<file path="src/rtl/bus_arbiter.sv">
// Shared single-port memory arbiter for instruction fetch and data accesses.
// Data wins by default; a fetch is forced through after STARVE_LIMIT data grants.
module bus_arbiter #(
  parameter int unsigned STARVE_LIMIT = 4
) (
  input  logic        clk,
  input  logic        rst_n,
  input  logic        if_req,
  input  logic [31:0] if_addr,
  output logic [31:0] if_rdata,
  output logic        if_ready,
  input  logic        dm_req,
  input  logic        dm_we,
  input  logic [31:0] dm_addr,
  input  logic [31:0] dm_wdata,
  input  logic [3:0]  dm_wstrb,
  output logic [31:0] dm_rdata,
  output logic        dm_ready,
  input  logic        flush,
  output logic        mem_req,
  output logic        mem_we,
  output logic [31:0] mem_addr,
  output logic [31:0] mem_wdata,
  output logic [3:0]  mem_wstrb,
  input  logic [31:0] mem_rdata,
  input  logic        mem_ack,
  output logic        pc_stall,
  output logic        mem_stall
);

  localparam logic [1:0] IDLE    = 2'd0;
  localparam logic [1:0] IF_BUSY = 2'd1;
  localparam logic [1:0] DM_BUSY = 2'd2;

  localparam logic [2:0] StarveMax = 3'(STARVE_LIMIT);

  logic [1:0]  state_q, state_d;
  logic [2:0]  starve_cnt_q, starve_cnt_d;
  logic        discard_q, discard_d;
  logic        mem_req_q, mem_req_d;
  logic        mem_we_q, mem_we_d;
  logic [31:0] mem_addr_q, mem_addr_d;
  logic [31:0] mem_wdata_q, mem_wdata_d;
  logic [3:0]  mem_wstrb_q, mem_wstrb_d;

  logic in_if, in_dm, arb_en, fetch_forced, grant_dm, grant_if;

  assign in_if = (state_q == IF_BUSY);
  assign in_dm = (state_q == DM_BUSY);

  // Only one transaction may be outstanding, so re-arbitrate only when idle or on completion.
  assign arb_en       = (state_q == IDLE) | mem_ack;
  assign fetch_forced = if_req & (starve_cnt_q == StarveMax);
  assign grant_dm     = arb_en & dm_req & ~fetch_forced;
  assign grant_if     = arb_en & if_req & ~grant_dm;

  assign dm_ready  = mem_ack & in_dm;
  assign dm_rdata  = mem_rdata;
  assign if_ready  = mem_ack & in_if & ~discard_q & ~flush;
  assign if_rdata  = mem_rdata;
  assign pc_stall  = if_req & ~if_ready;
  assign mem_stall = dm_req & ~dm_ready;

  assign mem_req   = mem_req_q;
  assign mem_we    = mem_we_q;
  assign mem_addr  = mem_addr_q;
  assign mem_wdata = mem_wdata_q;
  assign mem_wstrb = mem_wstrb_q;

  always_comb begin
    state_d      = state_q;
    starve_cnt_d = starve_cnt_q;
    discard_d    = discard_q;
    mem_req_d    = mem_req_q;
    mem_we_d     = mem_we_q;
    mem_addr_d   = mem_addr_q;
    mem_wdata_d  = mem_wdata_q;
    mem_wstrb_d  = mem_wstrb_q;

    // A flushed fetch still completes on the bus; its data is just never reported.
    if (in_if && mem_ack) begin
      discard_d = 1'b0;
    end else if (in_if && flush) begin
      discard_d = 1'b1;
    end

    if (arb_en) begin
      if (grant_dm) begin
        state_d     = DM_BUSY;
        mem_req_d   = 1'b1;
        mem_we_d    = dm_we;
        mem_addr_d  = dm_addr;
        mem_wdata_d = dm_wdata;
        mem_wstrb_d = dm_wstrb;
        if (if_req) begin
          starve_cnt_d = (starve_cnt_q == StarveMax) ? StarveMax : starve_cnt_q + 3'd1;
        end
      end else if (grant_if) begin
        state_d      = IF_BUSY;
        mem_req_d    = 1'b1;
        mem_we_d     = 1'b0;
        mem_addr_d   = if_addr;
        mem_wdata_d  = 32'h0;
        mem_wstrb_d  = 4'b0000;
        starve_cnt_d = 3'd0;
      end else begin
        state_d   = IDLE;
        mem_req_d = 1'b0;
      end
    end
  end

  always_ff @(posedge clk or negedge rst_n) begin
    if (!rst_n) begin
      state_q      <= IDLE;
      starve_cnt_q <= 3'd0;
      discard_q    <= 1'b0;
      mem_req_q    <= 1'b0;
      mem_we_q     <= 1'b0;
      mem_addr_q   <= 32'h0;
      mem_wdata_q  <= 32'h0;
      mem_wstrb_q  <= 4'b0000;
    end else begin
      state_q      <= state_d;
      starve_cnt_q <= starve_cnt_d;
      discard_q    <= discard_d;
      mem_req_q    <= mem_req_d;
      mem_we_q     <= mem_we_d;
      mem_addr_q   <= mem_addr_d;
      mem_wdata_q  <= mem_wdata_d;
      mem_wstrb_q  <= mem_wstrb_d;
    end
  end

endmodule

</file>
<file path="config.mk">
export PLATFORM = sky130hd
export DESIGN_NAME = bus_arbiter
export DESIGN_NICKNAME = d
export VERILOG_FILES = /design/src/rtl/bus_arbiter.sv
export SDC_FILE = /design/constraint.sdc
export NUM_CORES = 1
export LEC_CHECK = 0
export CAP_MARGIN = 20
export CORE_ASPECT_RATIO = 0.6
export CORE_UTILIZATION = 35
export DETAILED_ROUTE_END_ITERATION = 12
export PLACE_DENSITY = 0.8
export SLEW_MARGIN = 20
export SYNTH_ARGS = -nofsm -noshare
export SYNTH_HDL_FRONTEND = slang
export SYNTH_SLANG_ARGS = --single-unit
</file>
<file path="constraint.sdc">
create_clock -name clk -period 1.7 [get_ports clk]
set_input_delay 0.34 -clock clk [delete_from_list [all_inputs] [get_ports clk]]
set_output_delay 0.34 -clock clk [all_outputs]
set_load 0.1 [all_outputs]
</file>
* Yosys cells after proc, flatten, opt, wreduce, memory -nomap -nowiden *
Index checks and enable logic that the tools add are counted.

word-level totals
  logic and storage cells = 56
  bits of input ports = 139
  register bits after elaboration = 76
  output and inout bits = 138

cells by class
  eq/ne operators = 4
  bitwise gates (word level) = 18
  $add $sub $neg = 1
  reductions and logical operators = 7
  multiplexer cells = 18

operators with widths
  kind                                           number
  2-to-1 mux 32 bit                              4
  2-to-1 mux 3 bit                               4
  AND 1 bit                                      11
  2-to-1 mux 4 bit                               2
  2-to-1 mux 1 bit                               7
  NOT 1 bit                                      6
  nonzero test 2 bit                             2
  adder 3 x 1 -> 3 bit, second input constant    1
  == test 3 bit, second input constant           1
  AND reduction 3 bit                            1
  == test 2 x 1 -> 1 bit, second input constant  1
  == test 2 bit, second input constant           1
  logical AND 1 bit                              2
  zero test 2 bit                                1
  2-to-1 mux 2 bit                               1
  inequality test 2 bit, second input constant   1
  AND reduction 2 bit                            1
  OR 1 bit                                       1

* Depth between registers and ports, before layout *
  depth in word-level cells = 8
  gate-level depth with buffers = 7
  gate-level depth less buffers = 5

* Worst setup path after synthesis *
OpenSTA, ideal clock, no wires.

  path type = register to output
  start point = register state_q[0]
  end point = output pc_stall
  path buffers = 0
  data required time = 1360 ps
  stages on the path, launching flop included = 4
  slack = -1193 ps
  data arrival time = 2553 ps
  path through = dfrtp_1 > nor2b_1 > and3_1 > nor2b_1

on the way
  word-level cells in the longest chain between the ends = 6

RTL lines
  item                    RTL line  RTL
  from (decl)             37        logic [1:0] state_q, state_d;
  from (signal assigned)  124       state_q <= state_d;
  == test 2 x 1 -> 1 bit  48        assign in_if = (state_q == IF_BUSY);
  AND 1 bit (3 in a row)  59        assign if_ready = mem_ack & in_if & ~discard_q & ~flush;
  via if_ready            11        output logic if_ready,
  NOT 1 bit               61        assign pc_stall = if_req & ~if_ready;
  AND 1 bit               61
  to (decl)               27        output logic pc_stall,

The timed path passes the listed nets, and every way through them passes these cells.

* Worst setup path in the final report *
  start point = register state_q[0]
  end point = output mem_stall

on the way
  word-level cells in the longest chain between the ends = 4

RTL lines
  item           RTL line  RTL
  == test 2 bit  49        assign in_dm = (state_q == DM_BUSY);
  AND 1 bit      57        assign dm_ready = mem_ack & in_dm;
  NOT 1 bit      62        assign mem_stall = dm_req & ~dm_ready;
  AND 1 bit      62
  to (decl)      28        output logic mem_stall

No other way between the ends.

==> run summary <==
status: finished with violations
violated checks: setup timing
Final #Nets: 568
post-synthesis sequential area ratio: 50.5%
post-route insts no fill: 567
WP data required: 1.36 ns
Die Y: 82.3 um
Slew HR: 72.9%
Final WS setup: -0.0243 ns
Vias per Instance: 5.36
power per cell area: 1310 nW/um^2
RSZ-0062 raised after global routing: yes
Final HPWL DP: 8.36 mm
overall power: 0.00837 W
final core utilization: 63.0%
Max Cap Viol: 0
Crit. End Element: primary output
Pins Over Slew Limit: 0
# clock sinks: 76
Syn Inst Count: 303
Setup crit start kind: flip-flop
final setup vio count: 2
vias in the first global route: 3205
CTS Root Cell: clkbuf_16
yosys warns: 0
Final Hold Viols: 0
TritonCTS Buffers: 9
die width: 136 um
largest net degree at the start of global routing: 49
Area Overhead vs Synth: 70.0%
CP Data Arrival Time: 1.38 ns
gr ovfl total: 0
GRT Util Overall: 20.4%
drt first pass iters: 4
setup_tns: -0.0484 ns
DRT iter0 DRCs: 138
net count after synthesis: 444
input/output buffers: 180
Initial Util: 37.1%
Critical Path End: mem_stall
via count: 3041
worst r2r path cells: 6
worst min-delay path category: in2reg
Tcrit/Tclk final: 101%
H-tree depth: 3
clk buf depth: 2
crit path from: state_q[0]$_DFFE_PN0N_
drc violations: 0
Detailed Route WL: 11.3 mm
R2R setup slack: 0.14 ns
Max Freq: 0.580 GHz
placed insts: 548
clock slew at reported path FFs: 0.06 ns
Fill cells: 746
fin crit period: 1.72 ns
GP Congestion: 0.771
RR Startpoint: starve_cnt_q[0]$_DFFE_PN0P_
# diodes: 0
worst vdd ir: 0.752 mV
initial antenna violation count: 0
Synth Area per Inst: 12.4 um^2
Die Area: 11200 um^2
CTS tree: done
core area: 10200 um^2
WL/cell: 19.9 um
flops & latches, synth: 76
crit-path max FO: 3
proportion of layout cells with a drive suffix above 1: 36.3%
CP Class: reg2out
clock skew: 0.00352 ns
Hold WS: 0.459 ns
post-synth design cell area: 3760 um^2
Worst-Margin Slew: 0.407 ns
FP Rows: 28
RR Endpoint: mem_wdata[18]$_DFFE_PN0P_
static leakage: 2.69 nW
IO Count: 277
clock latency at the later pin of the worst-skew pair: 0.33 ns
synth unique cells: 28
first-pass GRT wire length: 17.1 mm
antenna-violating nets left: 0
cells in the final DEF (no fill, tap or decap), types with 2 or more instances in the layout:
cell             synthesis  routed
o221a_2                 31      31
inv_1                    4       3
clkinvlp_4               0       2
dlygate4sd2_1            0       2
ha_1                     2       2
a22o_1                  37      37
dfrtp_1                 76      75
clkbuf_16                0       9
and3_4                   0       2
a21oi_1                  3       3
buf_4                   67      17
o2bb2ai_1                2       2
buf_12                   0      80
inv_6                    0       2
nand2_1                  2       2
nor2b_4                  0       2
clkdlybuf4s50_1          0     102
nor2_1                   5       4
nand4b_1                32      32
nand3_1                  3       3
report_power, final:
group	switching, W	leakage (nW)	internal [W]	total [W]
registers	0.000322	0.909	0.00209	0.00241
logic	0.00244	1.64	0.00157	0.00401
clock network	0.000761	0.146	0.00119	0.00195
total	0.00352	2.69	0.00484	0.00837
per-layer routing:
layer  track usage (%)  share of wire, %
met5                 0                 0
met4              7.00               1.6
met3              7.88               9.3
met2              33.0                47
met1              25.0                42
worst max-delay path: stages (launching register included):
cell and delay [ns]:
dfrtp_1 0.42, buf_4 0.14, inv_2 0.03, and3_4 0.18, nor2_4 0.10, buf_12 0.18
through the flow:
stage	instance area [um^2]	worst slack, ns
2_1_floorplan	3790	-0.00309
6_report	6400	-0.0243
3_5_place_dp	6060	-0.145
5_1_grt	6400	-0.0719
4_1_cts	6400	-0.0381
3_3_place_gp	6060	-0.0643
synthesized netlist by cell type:
cell,number,area share [%]
o21bai_4,1,0.50
and3_1,3,0.50
nand3_2,1,0.27
a21oi_1,3,0.40
ha_1,2,0.66
o21a_1,1,0.20
o21ai_2,1,0.23
nand3_1,3,0.40
nand3b_1,1,0.20
o21ai_0,1,0.13
o311ai_0,1,0.23
buf_4,67,13
nand2_1,2,0.20
nor2b_1,2,0.33
a22o_1,37,8.6
o221a_1,1,0.30
nand4b_1,32,7.4
buf_6,7,2.1
nor2_1,5,0.50
dfrtp_1,76,51
o2bb2ai_1,2,0.47
mux2_2,1,0.30
a21bo_2,1,0.27
inv_1,4,0.40
nand2b_1,1,0.17
buf_2,14,1.9
buf_1,2,0.20
o221a_2,31,9.3
area by class of cell:
type                            instances  area (um^2)  share of cell area (%)
Clock inverter                          6         71.3                    1.11
Clock buffer                           10          239                    3.73
Tap cell                              135          169                    2.64
Timing Repair Buffer                  203         2780                    43.5
Sequential cell                        76         1900                    29.7
Inverter                                4         15.0                   0.235
Multi-Input combinational cell        133         1220                    19.1
flip-flops by register name, indices dropped and copies added (netlist names):
name and flops:
mem_wdata 32, mem_wstrb 4, state_q 2, mem_we 1, discard_q 1, mem_req 1, starve_cnt_q 3, mem_addr 32
worst min-delay path by stage:
stage                                             end  startpoint  cells past startpoint
after floorplan                 discard_q$_DFFE_PN0P_       rst_n                      0
after global placement       mem_addr[24]$_DFFE_PN0P_       rst_n                      1
after detailed placement     mem_addr[24]$_DFFE_PN0P_       rst_n                      1
after CTS                 starve_cnt_q[1]$_DFFE_PN0P_      if_req                      3
after global routing      starve_cnt_q[1]$_DFFE_PN0P_      if_req                      3
final                     starve_cnt_q[1]$_DFFE_PN0P_      if_req                      3
what timing repair did:
item,4_1_cts,5_1_grt
gates resized for setup,5,1
endpoints found under the setup margin,3,4
buffers inserted,2,0
hold buffers,1,0
pin swaps,2,0
hold endpoints to repair,28,0
cell families (layout without fill, tap and decap cells):
family | count (synthesis) | in the layout | share of synthesized area [%]
AO/OA/AOI/OAI | 80 | 80 | 20.6
AND/OR/NAND/NOR | 50 | 50 | 10.0
flip-flops | 76 | 76 | 50.5
adder cells (fa/ha/maj) | 2 | 2 | 0.665
buffers and inverters | 94 | 223 | 17.9
multiplexers | 1 | 1 | 0.299
No activity file was read; power rests on OpenSTA's default activity.
